[src/rtl/stack_ctrl_pkg.sv]
`default_nettype none
// ============================================================================
//  Module   : stack_ctrl_pkg
//  Purpose  : Shared types and defaults for the PUSH/POP stack sequencer.
//             Holds the FSM state encoding, the stack geometry defaults and
//             the PUSHi/POPi opcode values used by the decoder.
//  Ports    : none (package)
//  Revision : 1.0  initial release
// ============================================================================
package stack_ctrl_pkg;

  // Stack geometry defaults
  localparam int              DATA_W_DEF    = 16;
  localparam int              ADDR_W_DEF    = 16;
  localparam logic [15:0]     STK_TOP_DEF   = 16'hFFFF;
  localparam int              STK_DEPTH_DEF = 256;

  // Opcodes that the decoder turns into push_req / pop_req
  localparam logic [3:0]      OP_PUSHI      = 4'hC;
  localparam logic [3:0]      OP_POPI       = 4'hD;

  // Sequencer states
  typedef enum logic [2:0] {
    ST_IDLE    = 3'd0,
    ST_PUSH_WR = 3'd1,
    ST_POP_RD  = 3'd2,
    ST_POP_WB  = 3'd3,
    ST_ERR     = 3'd4
  } stk_state_e;

endpackage : stack_ctrl_pkg
`default_nettype wire

[src/rtl/stack_ctrl_stk_ptr.sv]
`default_nettype none
// ============================================================================
//  Module   : stk_ptr
//  Purpose  : Stack pointer register. SP points at the next free slot and
//             the stack grows down from STK_TOP.
//  Ports    : clk, rst_n        clock / async active-low reset
//             inc, dec          SP+1 (pop) / SP-1 (push); inc has priority
//             sp                current stack pointer
//             full, empty       STK_TOP-SP == STK_DEPTH / SP == STK_TOP
//  Revision : 1.0  initial release
// ============================================================================
module stk_ptr #(
  parameter int               ADDR_W    = 16,
  parameter logic [ADDR_W-1:0] STK_TOP  = '1,
  parameter int               STK_DEPTH = 256
) (
  input  logic              clk,
  input  logic              rst_n,
  input  logic              inc,
  input  logic              dec,
  output logic [ADDR_W-1:0] sp,
  output logic              full,
  output logic              empty
);

  // Lowest value SP can hold; reaching it means every slot is occupied.
  localparam logic [ADDR_W-1:0] C_SP_BOTTOM = STK_TOP - ADDR_W'(STK_DEPTH);

  always_ff @(posedge clk or negedge rst_n) begin
    if (!rst_n) begin
      sp <= STK_TOP;
    end else if (inc) begin
      sp <= sp + ADDR_W'(1);
    end else if (dec) begin
      sp <= sp - ADDR_W'(1);
    end
  end

  assign full  = (sp == C_SP_BOTTOM);
  assign empty = (sp == STK_TOP);

endmodule : stk_ptr
`default_nettype wire

[src/rtl/stack_ctrl.sv]
`default_nettype none
// ============================================================================
//  Module   : stack_ctrl
//  Purpose  : Multi-cycle PUSH/POP sequencer. Owns SP, issues stack accesses
//             on the shared DM port (pipeline LW/SW win), stalls the front
//             end while an op is in flight and writes POP data to the RF.
//  Ports    : clk, rst_n            clock / async active-low reset
//             push_req, pop_req     1-cycle request pulses from ID
//             push_data             operand to push (with push_req)
//             pop_dst_addr          RF destination (with pop_req)
//             flush                 kills a same-cycle request
//             pipe_dm_busy          pipeline owns the DM port this cycle
//             dm_rd_data            DM read data, one cycle after stk_dm_re
//             stk_dm_addr/wdata/we/re   stack DM access
//             stk_rf_we/dst/wdata       POP write-back
//             stall_stk             front-end stall
//             sp                    current stack pointer
//             stk_ovfl, stk_unfl    sticky overflow / underflow flags
//  Revision : 1.0  initial release
// ============================================================================
module stack_ctrl
  import stack_ctrl_pkg::*;
#(
  parameter int                DATA_W    = DATA_W_DEF,
  parameter int                ADDR_W    = ADDR_W_DEF,
  parameter logic [ADDR_W-1:0] STK_TOP   = STK_TOP_DEF,
  parameter int                STK_DEPTH = STK_DEPTH_DEF
) (
  input  logic              clk,
  input  logic              rst_n,
  input  logic              push_req,
  input  logic              pop_req,
  input  logic [DATA_W-1:0] push_data,
  input  logic [3:0]        pop_dst_addr,
  input  logic              flush,
  input  logic              pipe_dm_busy,
  input  logic [DATA_W-1:0] dm_rd_data,
  output logic [ADDR_W-1:0] stk_dm_addr,
  output logic [DATA_W-1:0] stk_dm_wdata,
  output logic              stk_dm_we,
  output logic              stk_dm_re,
  output logic              stk_rf_we,
  output logic [3:0]        stk_rf_dst,
  output logic [DATA_W-1:0] stk_rf_wdata,
  output logic              stall_stk,
  output logic [ADDR_W-1:0] sp,
  output logic              stk_ovfl,
  output logic              stk_unfl
);

  stk_state_e        state, state_nxt;
  logic [DATA_W-1:0] push_data_q;
  logic [3:0]        pop_dst_q;
  logic              accept;
  logic              sp_inc, sp_dec;
  logic              cap_push, cap_pop;
  logic              set_ovfl, set_unfl;
  logic              full, empty;

  stk_ptr #(
    .ADDR_W    (ADDR_W),
    .STK_TOP   (STK_TOP),
    .STK_DEPTH (STK_DEPTH)
  ) u_stk_ptr (
    .clk   (clk),
    .rst_n (rst_n),
    .inc   (sp_inc),
    .dec   (sp_dec),
    .sp    (sp),
    .full  (full),
    .empty (empty)
  );

  assign accept = (state == ST_IDLE) & (push_req | pop_req) & ~flush;

  // The front end must freeze in the very cycle a request is accepted,
  // otherwise the next instruction would slip past the sequencer.
  assign stall_stk = (state != ST_IDLE) | accept;

  always_ff @(posedge clk or negedge rst_n) begin
    if (!rst_n) begin
      state <= ST_IDLE;
    end else begin
      state <= state_nxt;
    end
  end

  always_ff @(posedge clk or negedge rst_n) begin
    if (!rst_n) begin
      push_data_q <= '0;
      pop_dst_q   <= '0;
      stk_ovfl    <= 1'b0;
      stk_unfl    <= 1'b0;
    end else begin
      if (cap_push) push_data_q <= push_data;
      if (cap_pop)  pop_dst_q   <= pop_dst_addr;
      if (set_ovfl) stk_ovfl    <= 1'b1;
      if (set_unfl) stk_unfl    <= 1'b1;
    end
  end

  // Next-state and SP control. A simultaneous PUSH and POP resolves to the
  // PUSH; the POP is dropped and never reported.
  always_comb begin
    state_nxt = state;
    sp_inc    = 1'b0;
    sp_dec    = 1'b0;
    cap_push  = 1'b0;
    cap_pop   = 1'b0;
    set_ovfl  = 1'b0;
    set_unfl  = 1'b0;
    case (state)
      ST_IDLE: begin
        if (accept) begin
          if (push_req) begin
            if (full) begin
              state_nxt = ST_ERR;
              set_ovfl  = 1'b1;
            end else begin
              state_nxt = ST_PUSH_WR;
              cap_push  = 1'b1;
            end
          end else if (empty) begin
            state_nxt = ST_ERR;
            set_unfl  = 1'b1;
          end else begin
            state_nxt = ST_POP_RD;
            cap_pop   = 1'b1;
          end
        end
      end
      ST_PUSH_WR: begin
        if (!pipe_dm_busy) begin
          sp_dec    = 1'b1;
          state_nxt = ST_IDLE;
        end
      end
      ST_POP_RD: begin
        if (!pipe_dm_busy) begin
          sp_inc    = 1'b1;
          state_nxt = ST_POP_WB;
        end
      end
      ST_POP_WB: state_nxt = ST_IDLE;
      ST_ERR:    state_nxt = ST_IDLE;
      default:   state_nxt = ST_IDLE;
    endcase
  end

  // Access decode. Address/data follow the state alone; the strobes are
  // additionally gated by pipe_dm_busy so the pipeline keeps the port.
  always_comb begin
    stk_dm_addr  = '0;
    stk_dm_wdata = '0;
    stk_dm_we    = 1'b0;
    stk_dm_re    = 1'b0;
    stk_rf_we    = 1'b0;
    stk_rf_dst   = '0;
    stk_rf_wdata = '0;
    case (state)
      ST_PUSH_WR: begin
        stk_dm_addr  = sp;
        stk_dm_wdata = push_data_q;
        stk_dm_we    = ~pipe_dm_busy;
      end
      ST_POP_RD: begin
        // SP names the next free slot, so the top entry sits one above it.
        stk_dm_addr = sp + ADDR_W'(1);
        stk_dm_re   = ~pipe_dm_busy;
      end
      ST_POP_WB: begin
        stk_rf_we    = 1'b1;
        stk_rf_dst   = pop_dst_q;
        stk_rf_wdata = dm_rd_data;
      end
      default: ;
    endcase
  end

endmodule : stack_ctrl
`default_nettype wire

[config.mk]
export PLATFORM = sky130hd
export DESIGN_NAME = stack_ctrl
export DESIGN_NICKNAME = d
export VERILOG_FILES = /design/src/rtl/stack_ctrl_pkg.sv /design/src/rtl/stack_ctrl_stk_ptr.sv /design/src/rtl/stack_ctrl.sv
export SDC_FILE = /design/constraint.sdc
export NUM_CORES = 1
export LEC_CHECK = 0
export ABC_AREA = 0
export CAP_MARGIN = 20
export CORE_ASPECT_RATIO = 1.4
export CORE_MARGIN = 5
export CORE_UTILIZATION = 44
export DETAILED_ROUTE_END_ITERATION = 16
export GPL_TIMING_DRIVEN = 0
export PLACE_DENSITY = 0.81
export SETUP_SLACK_MARGIN = 0.02
export SYNTH_ARGS = -nofsm -noshare
export SYNTH_HDL_FRONTEND = slang
export SYNTH_SLANG_ARGS = --single-unit
[constraint.sdc]
create_clock -name clk -period 2.6 [get_ports clk]
set_input_delay 0.52 -clock clk [delete_from_list [all_inputs] [get_ports clk]]
set_output_delay 0.52 -clock clk [all_outputs]
set_load 0.005 [all_outputs]
==> metrics.csv <==
metric,value,unit
worstSetupStartpoint,u_stk_ptr.sp[2],
cp_data_arrival_time,2160,ps
flow.area_growth_from_synthesis,72.7,%
row_count,35,
seq_power_share,0.229,
timing.critical_path.fanout_max,8,
placeableCoreArea,0.00653,mm2
hold_class,input port to async pin,
grt-ovfl-total,0,
netlist_instances,325,
antenna_found_initial,0,
maxCapViolCount,0,
violated_checks,negative setup slack,
finalMaxSlewViolations,0,
die_y,106,um
synth.ff_latch_count,41,
max_slew.worst_pin.slew,917,ps
worstSkewPairLatency,310,ps
critPathLaunchType,register,
num-nets-final,546,
ant_nets,0,
path_cells,buf_6 > buf_8 > buf_4 > and3_4 > buf_6 > buf_4 > a31oi_1 > o21ai_1 > o21ai_2 > dlymetal6s2s_1,
firstDrtPassIters,6,
setup_viol,3,
routed_wl,11900,um
hold_buffers,0,
grt_setup_unrepaired,yes,
worstSetupPathType,register to primary output,
final.setup.tns,-101,ps
clk_root_buffer_cell,clkbuf_8,
fin_crit,2680,ps
cts.path.max_buffers,2,
power.net_switching,2.00,mW
first_global_vias,3507,
drc,0,
synth_edf_count,0,
hold_viol,0,
post_synth.cell_area_avg,8.97,um2
tritoncts,built,
p_per_area,996,mW/mm2
synth.yosys.seq_area_share,0.359,
timing.critical_path.slowest_cell_delay,560,ps
layout_common_cells,"clkdlybuf4s50_1 (80), buf_4 (50), and2_1 (38)",
total_leakage_power,2.19,nW
min_period_over_period,1.03,
initial_utilization,0.447,
globalplace.congestion,0.914,
final_core_util,0.771,
async_reset_ff_frac,1.00,
outcome,"finished, violations left",
pwr-share-clk,0.093,
timing.clock.skew,8.99,ps
power_share_of_the_combinational_group,0.677,
vdd_drop_max,739,uV
cp.required,2080,ps
place.detailed.hpwl,7190,um
antenna_cells_inserted,0,
cts_inserted_buffers,5,
drive_gt1_frac,0.338,
synth_warnings,0,
die-width,78.8,um
cts.sink_count,41,
worst_setup_hold_path_clk_slew,90,ps
internal_power,3.01,mW
placement.io_buffers,114,
mostFrequentLayoutCell,clkdlybuf4s50_1,
end_kind,primary output,
fmax,0.373,GHz
regToRegStartpoint,u_stk_ptr.sp[1],
relSlewSlack,0.384,
grt_first_pass_wirelength,17500,um
violation_count_after_the_first_detailed_route_iteration,616,
report.power.total,5.01,mW
yosysUniqueCellTypes,60,
wire_length_per_cell,20.7,um
worst_setup_path_endpoint,stk_dm_addr[6],
fill_cell_instance_count_of_the_final_layout,440,
postSynthNetCount,369,
post_drt_via_cell_ratio,6.22,
worstRegToRegCells,9,
regToRegSetupSlack,80,ps
reg2reg_to,push_data_q[12],
total_die_area,0.00838,mm2
power_switching_share,0.399,
design.portCount,116,
grt_use_total,0.264,
post-route-worst-setup-slack,-80.3,ps
synth-main-ff-cell,dfrtp_1,
syn-cell-area,0.00292,mm2
depth_of_the_cts_h_tree,2,
grt_max_degree,33,
via_count,3588,
cp_slowest_cell,dfstp_2,
fin_hold_ws,80.0,ps
-- worst min-delay path by stage --
stage	startpoint	to	slack [ps]	cells after the start
floorplan	rst_n	pop_dst_q[0]	220	0
global placement	push_data_q[2]	push_data_q[2]	460	1
detailed placement	rst_n	state[0]	410	1
CTS	rst_n	state[0]	90	1
global route	rst_n	state[1]	90	1
finish	rst_n	state[0]	80	1
-- repair_timing --
action | 4_1_cts | 5_1_grt
setup buffers | 44 | 15
gates resized for setup | 121 | 67
setup endpoints to repair | 56 | 41
cloned | 1 | 1
pin swaps | 15 | 20
-- synth_stat cells (3+ instances only) --
| cell type | instances | area share |
|---|---|---|
| a21oi_1 | 11 | 0.019 |
| a31oi_1 | 4 | 0.0086 |
| a32oi_1 | 3 | 0.0090 |
| a41oi_1 | 3 | 0.0090 |
| and2_1 | 38 | 0.082 |
| and3_1 | 7 | 0.015 |
| and4_1 | 3 | 0.0090 |
| buf_2 | 3 | 0.0051 |
| clkbuf_1 | 23 | 0.030 |
| dfrtp_1 | 25 | 0.21 |
| dfstp_2 | 16 | 0.14 |
| inv_1 | 9 | 0.012 |
| mux2_1 | 6 | 0.023 |
| mux2_2 | 4 | 0.015 |
| mux2_4 | 10 | 0.052 |
| nand2_1 | 15 | 0.019 |
| nand3_1 | 9 | 0.015 |
| nand4_1 | 12 | 0.026 |
| nor2_1 | 13 | 0.017 |
| nor2b_1 | 3 | 0.0064 |
| nor3_1 | 9 | 0.015 |
| nor4_1 | 11 | 0.024 |
| nor4b_1 | 3 | 0.0090 |
| o21ai_0 | 23 | 0.039 |
| or4_1 | 5 | 0.013 |
| xnor2_1 | 8 | 0.024 |
| xor2_1 | 4 | 0.012 |
-- kinds of logic (layout without fill, tap and decap cells) --
family,after synthesis,in the layout,synth area share
adder cells (fa/ha/maj),2,2,0.00858
multiplexers,21,21,0.0936
flip-flops,41,41,0.359
buffers and inverters,40,218,0.0592
AND/OR/NAND/NOR,143,143,0.296
AO/OA/AOI/OAI,66,66,0.148
XOR/XNOR,12,12,0.0361
-- critical path, delay by kind of cell, from the launching register on --
kind	cells	cell delay (ps)
compound gates	3	390
buf+inv	6	720
flops	1	560
simple gates	1	180
-- cell type report --
| class | count | area (um2) | share of cell area |
|---|---|---|---|
| inverters | 10 | 40.0 | 0.00795 |
| well taps | 74 | 92.6 | 0.0184 |
| multi-input cells | 244 | 1870 | 0.372 |
| repair buffers | 176 | 1610 | 0.321 |
| clock buffers | 6 | 82.6 | 0.0164 |
| clock inverters | 2 | 13.8 | 0.00273 |
| flip-flops and latches | 41 | 1050 | 0.208 |
| plain buffers | 24 | 269 | 0.0534 |
-- sequential cells by signal, summed over array words and instances, names as in the netlist --
register and count:
stk_ovfl 1, stk_unfl 1, u_stk_ptr.sp 16, push_data_q 16, state 3, pop_dst_q 4
-- through the flow --
step                      setup WS, ps  area (um2)  instances
after CTS                         -134        4850        563
after global placement            -850        4150        513
final                            -80.3        5030        577
after global routing              -128        5030        577
after detailed placement          -856        4160        514
after floorplan                    238        2920        325
-- power by group through the flow --
stage	sequential, mW	combinational [mW]	clock, mW
global placement	1.16	2.38	0
global route	1.18	3.61	0.493
finish	1.15	3.39	0.468
floorplan	1.13	1.33	0
CTS	1.14	3.03	0.470
detailed placement	1.17	2.42	0
-- metal layers --
metal | GRT usage | wire (um) | vias to the layer above | share of wire
li1 | - | - | 1555 | -
met1 | 0.303 | 4240 | 1697 | 0.36
met2 | 0.448 | 5960 | 272 | 0.50
met3 | 0.0568 | 1180 | 64 | 0.099
met4 | 0.151 | 554 | 0 | 0.046
met5 | 0 | 0 | - | 0
Power figures use the tool's default switching activity.
